==> src/rtl/photodiode_pkg.sv <==
// Shared register map and field layout for the photodiode beam sensor.
// Latency: n/a (constants and a pure combinational helper).
// Backpressure: n/a.
package photodiode_pkg;

   // Avalon word offsets
   localparam logic [1:0] REG_STATUS = 2'd0;
   localparam logic [1:0] REG_EVENTS = 2'd1;
   localparam logic [1:0] REG_MASK   = 2'd2;
   localparam logic [1:0] REG_COUNT  = 2'd3;

   // EVENTS / MASK field positions; each field is 16 bits wide so up to
   // 16 beams fit without the BROKEN and RESTORED fields overlapping.
   localparam int BROKEN_LSB   = 0;
   localparam int RESTORED_LSB = 16;

   // Number of set bits in a 16-bit vector (beams breaking in one cycle).
   function automatic logic [4:0] popcount16(input logic [15:0] v);
      logic [4:0] n;
      n = '0;
      for (int i = 0; i < 16; i++) begin
         n = n + {4'b0, v[i]};
      end
      return n;
   endfunction

endpackage

==> src/rtl/pd_debounce.sv <==
// One photodiode channel: 2-FF synchroniser, polarity fix, hold-time debouncer.
// Latency: 2 sync cycles + DEBOUNCE_CYCLES cycles from raw change to stable_o.
// Backpressure: none; the raw level is sampled every cycle.
module pd_debounce #(
   parameter int DEBOUNCE_CYCLES = 50000,
   parameter int CNT_W           = 16,
   parameter bit ACTIVE_LOW      = 1'b1
) (
   input  logic clk,
   input  logic reset_n,
   input  logic raw_i,
   output logic stable_o
);

   localparam logic [CNT_W-1:0] CNT_LAST = CNT_W'(DEBOUNCE_CYCLES - 1);

   logic             meta_q;
   logic             sync_q;
   logic             stable_q, stable_d;
   logic [CNT_W-1:0] cnt_q, cnt_d;
   logic             beam_b;

   // Bring the asynchronous photodiode level into the clk domain.
   always_ff @(posedge clk) begin
      if (!reset_n) begin
         meta_q <= 1'b0;
         sync_q <= 1'b0;
      end else begin
         meta_q <= raw_i;
         sync_q <= meta_q;
      end
   end

   // 1 = beam broken, independent of the photodiode wiring polarity.
   assign beam_b = ACTIVE_LOW ? ~sync_q : sync_q;

   // Accept a new level only after it has differed from stable for the full hold time.
   always_comb begin
      stable_d = stable_q;
      cnt_d    = cnt_q;
      if (beam_b == stable_q) begin
         cnt_d = '0;
      end else if (cnt_q == CNT_LAST) begin
         stable_d = beam_b;
         cnt_d    = '0;
      end else begin
         cnt_d = cnt_q + CNT_W'(1);
      end
   end

   // Debounce state register; reset forgets any partially counted change.
   always_ff @(posedge clk) begin
      if (!reset_n) begin
         stable_q <= 1'b0;
         cnt_q    <= '0;
      end else begin
         stable_q <= stable_d;
         cnt_q    <= cnt_d;
      end
   end

   assign stable_o = stable_q;

endmodule

==> src/rtl/photodiode_beam_sensor.sv <==
// Laser-harp photodiode Avalon-MM slave: debounced beams, latched edge events, maskable irq.
// Latency: readdata 1 cycle after avs_read; event bit 1 cycle after stable edge; irq 1 cycle after event.
// Backpressure: none; the slave accepts every read/write in the cycle it is presented.
module photodiode_beam_sensor #(
   parameter int NUM_BEAMS       = 8,
   parameter int DEBOUNCE_CYCLES = 50000,
   parameter int CNT_W           = 16,
   parameter bit ACTIVE_LOW      = 1'b1
) (
   input  logic                 clk,
   input  logic                 reset_n,
   input  logic [NUM_BEAMS-1:0] pd_in,
   input  logic [1:0]           avs_address,
   input  logic                 avs_read,
   output logic [31:0]          avs_readdata,
   input  logic                 avs_write,
   input  logic [31:0]          avs_writedata,
   output logic                 irq
);

   import photodiode_pkg::*;

   logic [NUM_BEAMS-1:0] stable_w;
   logic [NUM_BEAMS-1:0] prev_q;
   logic [NUM_BEAMS-1:0] broken_evt, restored_evt;
   logic [NUM_BEAMS-1:0] brk_q, brk_d, rst_q, rst_d;
   logic [NUM_BEAMS-1:0] mbrk_q, mbrk_d, mrst_q, mrst_d;
   logic [15:0]          count_q, count_d;
   logic [31:0]          rd_mux;
   logic [31:0]          rdata_q, rdata_d;
   logic                 irq_q, irq_d;
   logic                 wr_events, wr_mask, wr_count;
   logic                 unused_wdata;

   for (genvar g = 0; g < NUM_BEAMS; g++) begin : g_beam
      pd_debounce #(
         .DEBOUNCE_CYCLES (DEBOUNCE_CYCLES),
         .CNT_W           (CNT_W),
         .ACTIVE_LOW      (ACTIVE_LOW)
      ) u_deb (
         .clk      (clk),
         .reset_n  (reset_n),
         .raw_i    (pd_in[g]),
         .stable_o (stable_w[g])
      );
   end

   assign broken_evt   =  stable_w & ~prev_q;
   assign restored_evt = ~stable_w &  prev_q;

   assign wr_events = avs_write && (avs_address == REG_EVENTS);
   assign wr_mask   = avs_write && (avs_address == REG_MASK);
   assign wr_count  = avs_write && (avs_address == REG_COUNT);

   // Only the low NUM_BEAMS bits of each field carry state.
   assign unused_wdata = ^avs_writedata;

   // Read mux over the pre-write register values; unused bits read as zero.
   always_comb begin
      rd_mux = '0;
      case (avs_address)
         REG_STATUS: rd_mux[NUM_BEAMS-1:0] = stable_w;
         REG_EVENTS: begin
            rd_mux[BROKEN_LSB   +: NUM_BEAMS] = brk_q;
            rd_mux[RESTORED_LSB +: NUM_BEAMS] = rst_q;
         end
         REG_MASK: begin
            rd_mux[BROKEN_LSB   +: NUM_BEAMS] = mbrk_q;
            rd_mux[RESTORED_LSB +: NUM_BEAMS] = mrst_q;
         end
         REG_COUNT:  rd_mux[15:0] = count_q;
         default:    rd_mux = '0;
      endcase
   end

   // Register next-state: W1C clears lose to same-cycle events, count write then adds new breaks.
   always_comb begin
      brk_d   = brk_q;
      rst_d   = rst_q;
      mbrk_d  = mbrk_q;
      mrst_d  = mrst_q;
      count_d = count_q;
      rdata_d = rdata_q;
      if (wr_events) begin
         brk_d = brk_q & ~avs_writedata[BROKEN_LSB   +: NUM_BEAMS];
         rst_d = rst_q & ~avs_writedata[RESTORED_LSB +: NUM_BEAMS];
      end
      brk_d = brk_d | broken_evt;
      rst_d = rst_d | restored_evt;
      if (wr_mask) begin
         mbrk_d = avs_writedata[BROKEN_LSB   +: NUM_BEAMS];
         mrst_d = avs_writedata[RESTORED_LSB +: NUM_BEAMS];
      end
      count_d = (wr_count ? 16'h0000 : count_q) + {11'b0, popcount16(16'(broken_evt))};
      if (avs_read) begin
         rdata_d = rd_mux;
      end
      irq_d = |((brk_q & mbrk_q) | (rst_q & mrst_q));
   end

   // All architectural state, cleared together by the synchronous reset.
   always_ff @(posedge clk) begin
      if (!reset_n) begin
         prev_q  <= '0;
         brk_q   <= '0;
         rst_q   <= '0;
         mbrk_q  <= '0;
         mrst_q  <= '0;
         count_q <= '0;
         rdata_q <= '0;
         irq_q   <= 1'b0;
      end else begin
         prev_q  <= stable_w;
         brk_q   <= brk_d;
         rst_q   <= rst_d;
         mbrk_q  <= mbrk_d;
         mrst_q  <= mrst_d;
         count_q <= count_d;
         rdata_q <= rdata_d;
         irq_q   <= irq_d;
      end
   end

   assign avs_readdata = rdata_q;
   assign irq          = irq_q;

endmodule

==> config.mk <==
export PLATFORM = sky130hd
export DESIGN_NAME = photodiode_beam_sensor
export DESIGN_NICKNAME = d
export VERILOG_FILES = /design/src/rtl/photodiode_pkg.sv /design/src/rtl/pd_debounce.sv /design/src/rtl/photodiode_beam_sensor.sv
export SDC_FILE = /design/constraint.sdc
export NUM_CORES = 1
export LEC_CHECK = 0
export ABC_AREA = 1
export CAP_MARGIN = 25
export CORE_ASPECT_RATIO = 2
export CORE_MARGIN = 2
export CORE_UTILIZATION = 50
export CTS_BUF_LIST = sky130_fd_sc_hd__clkbuf_8 sky130_fd_sc_hd__clkbuf_16
export DETAILED_ROUTE_END_ITERATION = 8
export PLACE_DENSITY = 0.72
export SLEW_MARGIN = 10
export SYNTH_ARGS = -nofsm -noshare
export SYNTH_HDL_FRONTEND = slang
export SYNTH_HIERARCHICAL = 1
export SYNTH_SLANG_ARGS = --single-unit
==> constraint.sdc <==
create_clock -name clk -period 4 [get_ports clk]
set_input_delay 0.8 -clock clk [delete_from_list [all_inputs] [get_ports clk]]
set_output_delay 0.8 -clock clk [all_outputs]
set_load 0.005 [all_outputs]
# == Word level (Yosys, flattened, before mapping) ==
# Index checks and enable logic that the tools add are counted.
# W data, S select, Z words.
# totals
ff_bits,233
latchBits,0
mem_bits_rw,0
rom_bits,0
in_bits,46
output_inout_bits,33
wordCells,132
memories,0
# classes
n_addsub,16
multipliers,0
div_mod_pow,0
n_lt_le_gt_ge,0
eq_ne,19
shifts,0
n_mux,6
bitwise_logic,30
n_reduce_logical,21
# ops
operator,count
$add A16 B1 Y16 const B,8
$eq A16 B16 Y1 const B,8
$and A8 B8 Y8,6
$not A8 Y8,4
$pmux W8 S4,1
$mux W8,3
$or A8 B8 Y8,3
$reduce_or A3 Y1,8
$not A1 Y1,17
$add A16 B5 Y16,1
$mux W16,1
$pmux W8 S2,1
$reduce_and A2 Y1,8
$add A5 B1 Y5,3
$eq A1 B1 Y1,8
$reduce_or A8 Y1,1
$add A4 B1 Y5,1
$add A3 B1 Y4,1
$eq A2 B2 Y1 const B,2
$add A2 B1 Y3,1
$logic_and A1 B1 Y1,3
$add A1 B1 Y2,1
$eq A2 B1 Y1 const B,1
$logic_not A2 Y1,1

# == Logic depth before layout (Yosys ltp) ==
# depth
ltp_word,10
depth_mapped,19
ltp_nobuf,17

# == Cells and area by module ==
# The synthesis kept the hierarchy.
# modules_own_cells
mod,instances,cells_each,area_each_um2,seq_area_each_um2
pd_debounce,8,134,932.1,380.4
photodiode_beam_sensor,1,552,3986.3,1621.6

# == Least setup slack after synthesis ==
# Ideal clock, no wire load.
# synth_timing
kind,input -> register
start,input port avs_address[0]
end,register count_q[10]
setup_ns,0.113
arrival_ns,3.756
required_time_ns,3.887
slack_ns,0.132
path_stages,18
n_path_buf,2
path_cell_list,ha_1 buf_4 nand2_8 buf_6 nand2_1 fa_1 inv_1 fa_1 fa_1 inv_1 fa_1 nor2_1 nor2_1 nor2_4 nand2_1 clkinv_1 nor2_1 nor2_1
# synth_between
elab_chain_len,4
# synth_rtl
element,line_no,text
from (decl),photodiode_beam_sensor.sv:13,"input logic [1:0] avs_address,"
$eq A2 B2 Y1,photodiode_beam_sensor.sv:53,assign wr_count = avs_write && (avs_address == REG_COUNT);
$logic_and A1 B1 Y1,photodiode_beam_sensor.sv:53,
$mux W16,photodiode_beam_sensor.sv:94,"count_d = (wr_count ? 16'h0000 : count_q) + {11'b0, popcount16(16'(broken_evt))};"
$add A16 B5 Y16,photodiode_beam_sensor.sv:94,
to (signal assigned),photodiode_beam_sensor.sv:118,count_q <= count_d;
to (decl),photodiode_beam_sensor.sv:28,"logic [15:0] count_q, count_d;"
# Every way passes these cells.
# A chain may end at the register's enable or synchronous reset.

# == Final worst setup path ==
# layout_timing
start,register g_beam[0].u_deb.stable_q
end,register count_q[10]
# layout_between
elab_chain_len,9
# layout_rtl
element,line_no,text
from (decl),pd_debounce.sv:19,"logic stable_q, stable_d;"
from (signal assigned),pd_debounce.sv:57,stable_q <= stable_d;
$and A8 B8 Y8,photodiode_beam_sensor.sv:48,assign broken_evt = stable_w & ~prev_q;
$add A1 B1 Y2,photodiode_pkg.sv:22,"n = n + {4'b0, v[i]};"
$add A2 B1 Y3,photodiode_pkg.sv:22,
$add A3 B1 Y4,photodiode_pkg.sv:22,
$add A4 B1 Y5,photodiode_pkg.sv:22,
$add A5 B1 Y5 (3 in series),photodiode_pkg.sv:22,
$add A16 B5 Y16,photodiode_beam_sensor.sv:94,
# Every way passes these cells.

==> results.yml <==
synth:
  synth_most_common_cell: "nand2_1"
  syn_inst: 1624
  synth-edff-count: 0
  synth.top_cell.area_share: 0.408
  ys_ff_latch: 233
  synth_cell_types: 33
  synth_top_cell_by_area: "dfxtp_1"
  synthFlopType: "dfxtp_1"
  synthArstFlopShare: 0
  synth_area_leaders: "dfxtp_1 41%, nand2_1 12%, nor2_1 8.9%, inv_1 6.8%, a21oi_1 5.0%"
  synth_warnings: 6
  ys_seq_area_frac: 0.408
  synth.avg_cell_area_sq_um: 7.05
  synthTopCellsByCount: "362 x nand2_1, 272 x nor2_1, 233 x dfxtp_1, 208 x inv_1, 114 x a21oi_1"
  synthesis.area_sq_um: 11400
grt:
  grt_pass1_wl_mm: 42.3
  overflow: 0
  grt_start_max_net_pins: 38
  grt_pass1_vias: 9633
  grt_util_all_layers: 0.208
  antenna_found_initial: 0
worst_hold_path:
  hold_path.class: "flop to flop"
  whs_path_depth: 2
  min-delay-start: "g_beam[0].u_deb/meta_q"
setup_path:
  max_stage_delay_ps: 570
  crit_chain: "inv_1, or2_2, fa_2, fa_1, inv_1, fa_1, fa_1, inv_1, fa_1, nor2_2, nor2_2, nor2_4, nand2_1, clkinv_1, nand2_1, nand2_1, nor2_1"
  crit_type: "flop to flop"
  crit_start: "g_beam[0].u_deb/stable_o"
  crit_arrival_ps: 4210
  worst_r2r_startpoint: "g_beam[0].u_deb/stable_o"
  start_kind: "flop"
  crit_path_top_delay_cell: "fa_1"
  cp.required_ps: 4410
  crit_buf_inv: 4
  path_max_fanout: 3
  critPathTopFamily: "adder cells"
  end_kind: "flop"
  cp_num_cells: 17
  cp_common_cell: "fa_1"
  r2r_cells: 17
outcome:
  outcome: "finished clean"
finish:
  multi_input_area_sq_um: 5730
  drive_gt1_frac: 0.0938
  regArea_sq_um: 4660
  antennaDiodeCount: 0
  n_fill_cell: 2083
  area_growth_pct: 12.8
  nets: 1752
  finalInstanceArea_sq_um: 12900
  final_cells: 1976
routing:
  first_pass_iters: 7
  drc_errors: 0
  drt_first_iter_violations: 457
  wl_per_cell_um: 12.8
  ant_nets: 0
  vias: 9967
  drt_wl_total_mm: 25.3
  via_per_inst: 5.04
sta:
  slew_viol_final: 0
  fin_crit_sh: 0.951
  hold_viol_final: 0
  period_needed_ps: 3800
  rsz0062_at_grt: "no"
  max_slew_margin: 0.435
  final-setup-viol-count: 0
  timing.hold.ws_ps: 409
  tns_ps: 0
  finClkSkew_ps: 10.0
  worst_pin_slew_ps: 847
  fmax_ghz: 0.263
power_and_ir_drop:
  p_leak_nw: 4.96
  peakVddDrop_v: 0.000394
  cellPowerDensity_nw_per_um2: 358
die:
  ios: 79
  initial_core_util: 0.508
  coreArea_sq_um: 22500
  die_height_um: 218
  die_area_sq_um: 24200
  num_rows: 78
  die_w_um: 111
clock_network:
  insertion_delay_ps: 510
  clockBufferDepth: 3
  numCtsBuffers: 21
  clockRootBuffer: "clkbuf_16"
  htreeDepth: 1
  post_cts_buffers: 0
  cts_num_sinks: 233
  cts_tree: "built"
  cts.clk_slew.worst_paths_ps: 70
placed_design:
  dpl-instance-area_sq_um: 12200
  place_inst: 1940
  io_buffers: 54
  dp_hpwl_mm: 19.0
  finalWeightedCongestion: 0.901
job:
  timing.max_cap.violations: 0
[layer usage]
layer  up-vias  GRT usage  share of wire
li1       5189          -              -
met1      4518      0.204           0.38
met2       194      0.425           0.55
met3        66     0.0242          0.035
met4         0     0.0892          0.039
met5         -          0              0
[layout make-up]
type,count,share of cell area
Multi-Input combinational cell,1141,0.444
Sequential cell,233,0.361
Inverter,216,0.0628
Timing Repair Buffer,70,0.0518
Clock buffer,25,0.0450
Tap cell,280,0.0271
Clock inverter,11,0.00785
[repair_timing]
item,4_1_cts,5_1_grt
hold buffers,0,0
gates resized for setup,0,4
endpoints found under the setup margin,0,5
endpoints found under the hold margin,0,0
[kinds of logic (layout without fill, tap and decap cells)]
kind of cell,Yosys count,in the layout,synth area share
simple gates,879,879,0.345
buf+inv,257,322,0.0948
flops,233,233,0.408
compound gates,174,174,0.0806
xor+xnor,57,57,0.0436
fa+ha+maj,23,23,0.0284
other cells,1,8,0.000328
[state kept, by name, indices dropped and copies added (netlist names)]
register               flops
brk_q                      8
g_beam.u_deb/sync_q        8
g_beam.u_deb/stable_o      8
mbrk_q                     8
prev_q                     8
avs_readdata              24
g_beam.u_deb/meta_q        8
irq                        1
rst_q                      8
g_beam.u_deb/cnt_q       128
count_q                   16
mrst_q                     8
[cells in the final DEF (no fill, tap or decap), types with 2 or more instances in the layout]
master and instances:
a21oi_1 114, a22o_1 5, a31o_2 4, and2_1 16, buf_4 15, bufinv_16 2, clkbuf_16 21, clkbuf_8 4
clkdlybuf4s50_1 53, clkinv_2 6, conb_1 8, dfxtp_1 233, fa_1 4, ha_1 18, inv_1 211, inv_2 7
nand2_1 362, nand2_2 13, nand2_4 10, nand3_1 93, nand3_2 17, nand4_1 42, nor2_1 270, nor2_2 39
nor2_4 4, o21ai_0 35, o21ai_1 2, o22ai_1 12, or2_2 12, xnor2_1 16, xor2_1 41
[worst register-to-register path, stage by stage (launching register included)]
cell and delay [ps]:
dfxtp_1 330, inv_1 50, or2_2 300, fa_2 520
fa_1 550, inv_1 60, fa_1 570, fa_1 200
inv_1 60, fa_1 430, nor2_2 140, nor2_2 70
nor2_4 160, nand2_1 90, clkinv_1 60, nand2_1 40
nand2_1 60, nor2_1 40
[power by group]
| group | total (W) | switching (W) | internal, W |
|---|---|---|---|
| sequential | 0.00238 | 0.0000248 | 0.00236 |
| combinational | 0.000221 | 0.000136 | 0.0000854 |
| clock | 0.00201 | 0.000856 | 0.00116 |
| total | 0.00462 | 0.00102 | 0.00360 |
[worst paths after layout]
check             slack (ps)                     end
setup / recovery         200             count_q[10]
hold / removal           410  g_beam[0].u_deb/sync_q
setup reg to reg         200             count_q[10]
hold reg to reg          410  g_beam[0].u_deb/sync_q
[through the flow]
step / power (W) / util / setup slack [ps]
final: 0.00462 / 0.573 / 197
after global routing: 0.00478 / 0.573 / 11.6
after CTS: 0.00467 / 0.572 / 32.3
after detailed placement: 0.00266 / 0.542 / -354
after global placement: 0.00265 / 0.542 / -273
after floorplan: 0.00258 / - / 132
Power figures use the tool's default switching activity.
